==> src/rtl/nios2_oci_dct_pkg.sv <==
// Shared definitions for the OCI direct/conditional branch-trace packer.
package nios2_oci_dct_pkg;

  localparam int DCT_ENTRIES = 15;
  localparam int DCT_W       = 30;
  localparam int DCT_CNT_W   = 4;
  localparam int FRAME_W     = 35;

  // Branch-trace codes; 00 carries no information and is never stored.
  localparam logic [1:0] BR_RSVD      = 2'b00;
  localparam logic [1:0] BR_TAKEN     = 2'b01;
  localparam logic [1:0] BR_NOT_TAKEN = 2'b10;
  localparam logic [1:0] BR_INDIRECT  = 2'b11;

  // PACK: collecting. FULL: 15 entries waiting on the slot. DRAIN: partial
  // frame requested, waiting on the slot.
  typedef enum logic [1:0] {
    ST_PACK  = 2'd0,
    ST_FULL  = 2'd1,
    ST_DRAIN = 2'd2
  } dct_st_e;

  typedef struct packed {
    logic                 lost;
    logic [DCT_CNT_W-1:0] cnt;
    logic [DCT_W-1:0]     entries;
  } dct_frame_t;

endpackage

==> src/rtl/nios2_oci_dct_frame_reg.sv <==
// Single-entry valid/ready output register: load, hold while stalled, clear on take.
module nios2_oci_dct_frame_reg
  import nios2_oci_dct_pkg::*;
#(
  parameter int W = FRAME_W
) (
  input  logic         clk,
  input  logic         rst_n,
  input  logic         load,
  input  logic [W-1:0] din,
  input  logic         ready,
  output logic         valid,
  output logic [W-1:0] data,
  output logic         free
);

  assign free = !valid | ready;

  // Load wins over the clear so back-to-back frames keep valid high.
  always_ff @(posedge clk or negedge rst_n) begin
    if (!rst_n) begin
      valid <= 1'b0;
      data  <= '0;
    end else if (load) begin
      valid <= 1'b1;
      data  <= din;
    end else if (ready) begin
      valid <= 1'b0;
    end
  end

endmodule

==> src/rtl/nios2_system_nios2_system_oci_dct_packer.sv <==
// Packs 2-bit branch-trace codes into 15-entry frames; never stalls the CPU.
module nios2_system_nios2_system_oci_dct_packer
  import nios2_oci_dct_pkg::*;
(
  input  logic                 clk,
  input  logic                 reset_n,
  input  logic                 trc_on,
  input  logic                 br_valid,
  input  logic [1:0]           br_code,
  input  logic                 flush_req,
  input  logic                 frame_ready,
  output logic [DCT_W-1:0]     dct_buffer,
  output logic [DCT_CNT_W-1:0] dct_count,
  output logic                 frame_valid,
  output logic [FRAME_W-1:0]   frame_data,
  output logic                 lost_any
);

  dct_st_e              st;
  logic                 lost_pend;
  logic                 trc_prev;
  logic                 slot_free;
  logic                 accept, cnt_full, cnt_nz, trc_fall, flush_hit;
  logic                 emit, drop;
  logic [DCT_W-1:0]     buf_nxt;
  logic [DCT_CNT_W-1:0] cnt_nxt;
  logic                 lost_nxt;
  dct_frame_t           frame_in;

  assign accept    = trc_on & br_valid & (br_code != BR_RSVD);
  assign cnt_full  = dct_count == DCT_CNT_W'(DCT_ENTRIES);
  assign cnt_nz    = dct_count != '0;
  assign trc_fall  = trc_prev & !trc_on;
  // A latched flush is represented by the DRAIN state itself.
  assign flush_hit = flush_req | trc_fall | (st == ST_DRAIN);
  assign emit      = (cnt_full | (cnt_nz & flush_hit)) & slot_free;
  assign drop      = accept & cnt_full & !slot_free;
  assign frame_in  = {lost_pend, dct_count, dct_buffer};

  // Next buffer/count: emit empties first, so a same-cycle accept opens the fresh frame.
  always_comb begin
    buf_nxt  = dct_buffer;
    cnt_nxt  = dct_count;
    lost_nxt = lost_pend;
    if (emit) begin
      buf_nxt  = '0;
      cnt_nxt  = '0;
      lost_nxt = 1'b0;
    end
    if (accept && (emit || !cnt_full)) begin
      buf_nxt = {buf_nxt[DCT_W-3:0], br_code};
      cnt_nxt = cnt_nxt + DCT_CNT_W'(1);
    end
    if (drop) lost_nxt = 1'b1;
  end

  // Packing datapath and loss flags.
  always_ff @(posedge clk or negedge reset_n) begin
    if (!reset_n) begin
      dct_buffer <= '0;
      dct_count  <= '0;
      lost_pend  <= 1'b0;
      lost_any   <= 1'b0;
      trc_prev   <= 1'b0;
    end else begin
      dct_buffer <= buf_nxt;
      dct_count  <= cnt_nxt;
      lost_pend  <= lost_nxt;
      lost_any   <= lost_any | drop;
      trc_prev   <= trc_on;
    end
  end

  // Slot-wait state: FULL outranks DRAIN since a full buffer emits regardless.
  always_ff @(posedge clk or negedge reset_n) begin
    if (!reset_n) begin
      st <= ST_PACK;
    end else if (emit) begin
      st <= ST_PACK;
    end else if (cnt_nxt == DCT_CNT_W'(DCT_ENTRIES) && !slot_free) begin
      st <= ST_FULL;
    end else if (st == ST_DRAIN || ((flush_req || trc_fall) && cnt_nz)) begin
      st <= ST_DRAIN;
    end else begin
      st <= ST_PACK;
    end
  end

  nios2_oci_dct_frame_reg #(.W(FRAME_W)) u_frame (
    .clk   (clk),
    .rst_n (reset_n),
    .load  (emit),
    .din   (frame_in),
    .ready (frame_ready),
    .valid (frame_valid),
    .data  (frame_data),
    .free  (slot_free)
  );

endmodule

==> config.mk <==
export PLATFORM = sky130hd
export DESIGN_NAME = nios2_system_nios2_system_oci_dct_packer
export DESIGN_NICKNAME = d
export VERILOG_FILES = /design/src/rtl/nios2_oci_dct_pkg.sv /design/src/rtl/nios2_oci_dct_frame_reg.sv /design/src/rtl/nios2_system_nios2_system_oci_dct_packer.sv
export SDC_FILE = /design/constraint.sdc
export NUM_CORES = 1
export LEC_CHECK = 0
export CAP_MARGIN = 25
export CORE_ASPECT_RATIO = 0.6
export CORE_MARGIN = 4
export CORE_UTILIZATION = 50
export DETAILED_ROUTE_END_ITERATION = 8
export DONT_BUFFER_PORTS = 1
export GPL_ROUTABILITY_DRIVEN = 0
export SETUP_SLACK_MARGIN = 0.1
export SLEW_MARGIN = 25
export SYNTH_ARGS = -nofsm -noshare
export SYNTH_HDL_FRONTEND = slang
export SYNTH_SLANG_ARGS = --single-unit
==> constraint.sdc <==
create_clock -name clk -period 3.35 [get_ports clk]
set_input_delay 0.67 -clock clk [delete_from_list [all_inputs] [get_ports clk]]
set_output_delay 0.67 -clock clk [all_outputs]
set_load 0.03 [all_outputs]
# == Word-level counts from Yosys, hierarchy flattened ==
# Cells that the tools add are included.
# classes
n_addsub,1
n_eq_ne,3
mux,11
bitwise,12
reduce_logical,15
# ops
cell,n
$mux 30,2
$eq 4x4->1 const B,2
$mux 4,2
$reduce_bool 2->1,4
$and 1x1->1,7
$mux 2,3
$or 1x1->1,5
$add 4x1->4 const B,1
$logic_not 1->1,4
$mux 1,4
$reduce_bool 4->1,1
$logic_and 1x1->1,3
$logic_or 1x1->1,3
$eq 2x2->1 const B,1
# totals
regBits,75
elab_cells,51

# == Longest topological paths before layout ==
# depth
word_depth,14
ltp_mapped,12
mapped_depth_nobuf,9

# == Modules after synthesis ==
# A second synthesis with hierarchy kept.
# unflattened
hier_cells,261
hier_area_um2,3372.0
# by_module_without_submodules
mod,n_inst,cells_per_inst,area_per_inst_um2,seq_area_each_um2
nios2_system_nios2_system_oci_dct_packer,1,184,1884.3,975.9
nios2_oci_dct_frame_reg,1,77,1487.7,900.9

# == Least setup slack after synthesis ==
# No wires, ideal clock.
# synth_timing
path_type,reg-to-reg
from,register dct_count[0]
to,register st[0]
setup_time_ns,0.120
arrival_ns,2.488
required_time_ns,3.230
setup_slack_ns,0.743
stages_incl_launch_ff,12
period_less_slack_ns,2.607
cell_sequence,dfrtp_1 > buf_6 > or4_4 > o31ai_4 > a21oi_4 > buf_6 > buf_2 > nor2_1 > ha_1 > o2111ai_1 > o2111ai_1 > and3_1
# synth_between
elab_chain_cells,11
word_cells_on_any_way,15
cone_classes,add/sub (1); eq/ne (2); mux (4); bitwise (3); reduce/logical (5)
# synth_rtl
item,line_no,source
start: declaration,nios2_system_nios2_system_oci_dct_packer.sv:13,"output logic [DCT_CNT_W-1:0] dct_count,"
start signal: assignment,nios2_system_nios2_system_oci_dct_packer.sv:67,dct_count <= cnt_nxt;
$reduce_bool 4->1,nios2_system_nios2_system_oci_dct_packer.sv:32,assign cnt_nz = dct_count != '0;
$and 1x1->1,nios2_system_nios2_system_oci_dct_packer.sv:36,assign emit = (cnt_full | (cnt_nz & flush_hit)) & slot_free;
$or 1x1->1,nios2_system_nios2_system_oci_dct_packer.sv:36,
$and 1x1->1,nios2_system_nios2_system_oci_dct_packer.sv:36,
$mux 4 or $logic_or 1x1->1 (tied branches),"nios2_system_nios2_system_oci_dct_packer.sv:45, nios2_system_nios2_system_oci_dct_packer.sv:50",
$add 4x1->4 or $logic_and 1x1->1 (tied branches),"nios2_system_nios2_system_oci_dct_packer.sv:52, nios2_system_nios2_system_oci_dct_packer.sv:50",
$mux 4,nios2_system_nios2_system_oci_dct_packer.sv:50,if (accept && (emit || !cnt_full)) begin
$eq 4x4->1,nios2_system_nios2_system_oci_dct_packer.sv:80,end else if (cnt_nxt == DCT_CNT_W'(DCT_ENTRIES) && !slot_free) begin
$logic_and 1x1->1,nios2_system_nios2_system_oci_dct_packer.sv:80,
$mux 2,nios2_system_nios2_system_oci_dct_packer.sv:80,
$mux 2 (*),nios2_system_nios2_system_oci_dct_packer.sv:78,end else if (emit) begin
end signal: assignment,nios2_system_nios2_system_oci_dct_packer.sv:77,st <= ST_PACK;
end signal: assignment,nios2_system_nios2_system_oci_dct_packer.sv:79,st <= ST_PACK;
end signal: assignment,nios2_system_nios2_system_oci_dct_packer.sv:81,st <= ST_FULL;
end: declaration,nios2_system_nios2_system_oci_dct_packer.sv:19,dct_st_e st;
# Every way passes the cells marked *; elsewhere a longest branch is shown, timed or not.
# A chain may end at the register's enable or synchronous reset.

# == Worst setup path in the final report ==
# layout_timing
from,register dct_count[2]
to,register st[0]
# Same word-level chain as after synthesis.

==> summary.txt <==
Status
  • Outcome: completed

Power
  • P_leak: 1.63 nW
  • Peak supply drop: 318 uV
  • Pwr per Cell Area: 678 nW/um^2
  • Pwr Total: 2.38 mW

Synthesis
  • Synthesis-stage register bit count: 75
  • Syn Nets: 268
  • Mapped Area: 3200 um^2
  • Sequential fraction of the synthesis area: 58.7%
  • YS warnings: 0
  • Syn Inst Count: 259
  • Mapped Avg Cell Area: 12.3 um^2
  • Distinct cells, synth: 35

STA
  • Worst Skew: 0.0123 ns
  • Period utilisation layout: 73.9%
  • Slew Viols, Final: 0
  • Setup tns final: 0 ns
  • Max Clk Rate: 404 MHz
  • Slew @ Worst Pin: 0.850 ns
  • Final setup vio count: 0
  • Final min period: 2.48 ns
  • Unrepaired setup endpoints after global routing: false
  • WHS: 0.133 ns
  • Relative slew margins: 43.2%
  • Hold Violations, Final: 0

Setup path
  • Critical Path Source: dct_count[2]$_DFF_PN0_
  • CP Capture Point: st[0]$_DFF_PN0_
  • CP Cell Sequence: and4_1, o41ai_2, and2_1, ha_1, o2111ai_1, o2111ai_1, and3_1
  • Critical Path RT: 3.59 ns
  • Most frequent cell on the critical path: o2111ai_1
  • Arr. time, crit path: 2.71 ns
  • Max FO, Critical Path: 10
  • R2R Path Start: dct_count[2]$_DFF_PN0_
  • Crit path capture type: flop
  • CP peak stage delay: 0.60 ns
  • Reg2reg end: st[0]$_DFF_PN0_
  • Crit-path slowest cell: dfrtp_1
  • Worst R2R Setup Slack: 0.87 ns
  • Critical path startpoint category: flop
  • CP Class: reg -> reg
  • Path depth of the worst reg2reg path: 7

Place
  • Dpl cell area: 3250 um^2
  • Placed insts: 332
  • Post-DP HPWL: 4.22 mm
  • PortBufs: 0

Floorplan
  • Row count: 22
  • Core ar.: 6170 um^2
  • Die Ht: 70.0 um
  • Die Area: 7780 um^2
  • Die Wd: 111 um
  • # IOs: 79
  • Initial core utilization: 51.9%

GRT
  • Tot GR Track Use: 18.3%
  • Gr ovfl total: 0
  • Largest net degree at the start of global routing: 51
  • First-pass GRT wire length: 11.2 mm
  • Initial antenna violation count: 0
  • Number of global-route vias before repair: 1945

Detailed routing
  • Wirelength per Cell: 19.5 um
  • Antenna Violating Nets Remaining: 0
  • Starting DRT DRC Count: 96
  • Vias: 1972
  • Vias per std cell: 5.59
  • DR pass1 iterations: 5
  • Final WL: 6.88 mm
  • Drt drc: 0

Clock network
  • Post-cts resize count: 0
  • Clock Latency Late Sink: 0.34 ns
  • CTS Buf Count: 9
  • CTS root buf: clkbuf_8
  • TritonCTS clock tree: built
  • H-tree depth: 3
  • # Post-CTS Setup Buffers: 0
  • Clock buffer depth: 2
  • Sink Count: 75
  • CTS Hold Buffers Added: 3
  • CTS clk-pin slew, worst paths: 0.08 ns

Cells and area
  • Finished Cell Area: 3510 um^2
  • Layout area overhead: 9.62%
  • Fill cells: 543
  • Area of the multi-input gates: 1220 um^2
  • Fin cells: 353
  • Ant diodes: 0
  • FF/Latch Area: 1880 um^2
  • Nets@finish: 273
  • Share of layout cells above drive strength 1: 23.4%

Job
  • # Max-Cap Violations: 0

Min path
  • Hold crit path type: in -> async
per-layer routing:
metal  GRT usage (%)  share of wire (%)  vias to the layer above
met1            26.5                 49                      998
met4            4.86               0.36                        0
met3            8.23                9.3                        4
met5               0                  0                        -
met2            24.6                 41                       70
li1                -                  -                      900
worst max-delay path, delay by kind of cell (launching register included):
family                     cells  cell delay [ns]
AOI/OAI and AO/OA              3             0.70
adders and majority gates      1             0.26
DFF                            1             0.60
and+or+nand+nor                3             0.81
metrics by stage:
stage / worst slack, ns / util [%]
5_1_grt: 0.683 / 56.9
4_1_cts: 0.914 / 56.5
6_report: 0.873 / 56.9
3_5_place_dp: 0.926 / 52.7
3_3_place_gp: 0.945 / 52.7
2_1_floorplan: 0.743 / -
Yosys cell counts:
master,instances,share of area (%)
a22o_1,1,0.27
a21oi_1,29,4.5
nand4_1,1,0.20
a41oi_1,2,0.55
o31ai_1,2,0.47
o21ai_0,4,0.63
mux2_4,33,15
or4_4,1,0.35
o2111ai_1,2,0.55
buf_6,5,1.8
ha_1,1,0.39
o21bai_1,1,0.23
a32o_1,1,0.31
nand2b_1,2,0.39
a31oi_1,1,0.20
nor2b_1,3,0.59
o2111a_1,1,0.35
mux2_2,2,0.70
inv_1,3,0.35
a21boi_1,1,0.23
nor2_1,3,0.35
and3_1,2,0.39
dfrtp_1,75,59
o31ai_4,1,0.67
nand3_1,2,0.31
nand2_1,63,7.4
clkbuf_1,5,0.59
buf_2,5,0.78
xnor2_1,1,0.27
and2_1,1,0.20
o211a_1,1,0.31
or2_2,1,0.20
a21oi_4,1,0.51
o41ai_2,1,0.51
and4_1,1,0.27
cells by family after synthesis:
logic type | share of synthesized area (%)
AO/OA/AOI/OAI | 10.3
XOR/XNOR | 0.274
adder cells (fa/ha/maj) | 0.391
buffers and inverters | 3.48
flip-flops | 58.7
multiplexers | 16.2
AND/OR/NAND/NOR | 10.6
layout make-up:
type | instances | area share [%]
clock inverters | 5 | 1.75
well taps | 84 | 3.00
clock buffers | 11 | 4.03
repair buffers | 9 | 2.43
flip-flops and latches | 75 | 53.5
inverters | 3 | 0.321
multi-input cells | 166 | 34.9
worst min-delay path by stage:
stage,start,to,cells past startpoint
global route,reset_n,u_frame.data[30]$_DFFE_PN0P_,1
finish,reset_n,u_frame.valid$_DFFE_PN0P_,1
global placement,reset_n,lost_any$_DFF_PN0_,0
floorplan,reset_n,dct_buffer[0]$_DFF_PN0_,0
detailed placement,reset_n,u_frame.data[34]$_DFFE_PN0P_,0
CTS,reset_n,u_frame.data[34]$_DFFE_PN0P_,0
sequential cells by signal, summed over array words and instances, names as in the netlist:
name,flops
u_frame.data,35
dct_buffer,30
dct_count,4
st,2
lost_any,1
lost_pend,1
trc_prev,1
u_frame.valid,1
cells in the final DEF (no fill, tap or decap), types with 3 or more instances in the layout:
| master | n |
|---|---|
| dfrtp_1 | 75 |
| a21oi_1 | 29 |
| o21ai_0 | 3 |
| clkbuf_8 | 10 |
| dlygate4sd3_1 | 3 |
| nand2_1 | 63 |
| inv_1 | 3 |
| buf_4 | 4 |
| nor2b_1 | 3 |
| nor2_1 | 3 |
| mux2_4 | 33 |
report_power, final:
part | total, mW | internal (mW) | leakage [nW] | switching, mW
Sequential | 1.23 | 0.987 | 1.03 | 0.248
Combinational | 0.436 | 0.196 | 0.491 | 0.241
Clock | 0.706 | 0.369 | 0.104 | 0.337
Total | 2.38 | 1.55 | 1.63 | 0.825
Note: power is estimated with default switching activity, not from simulation.
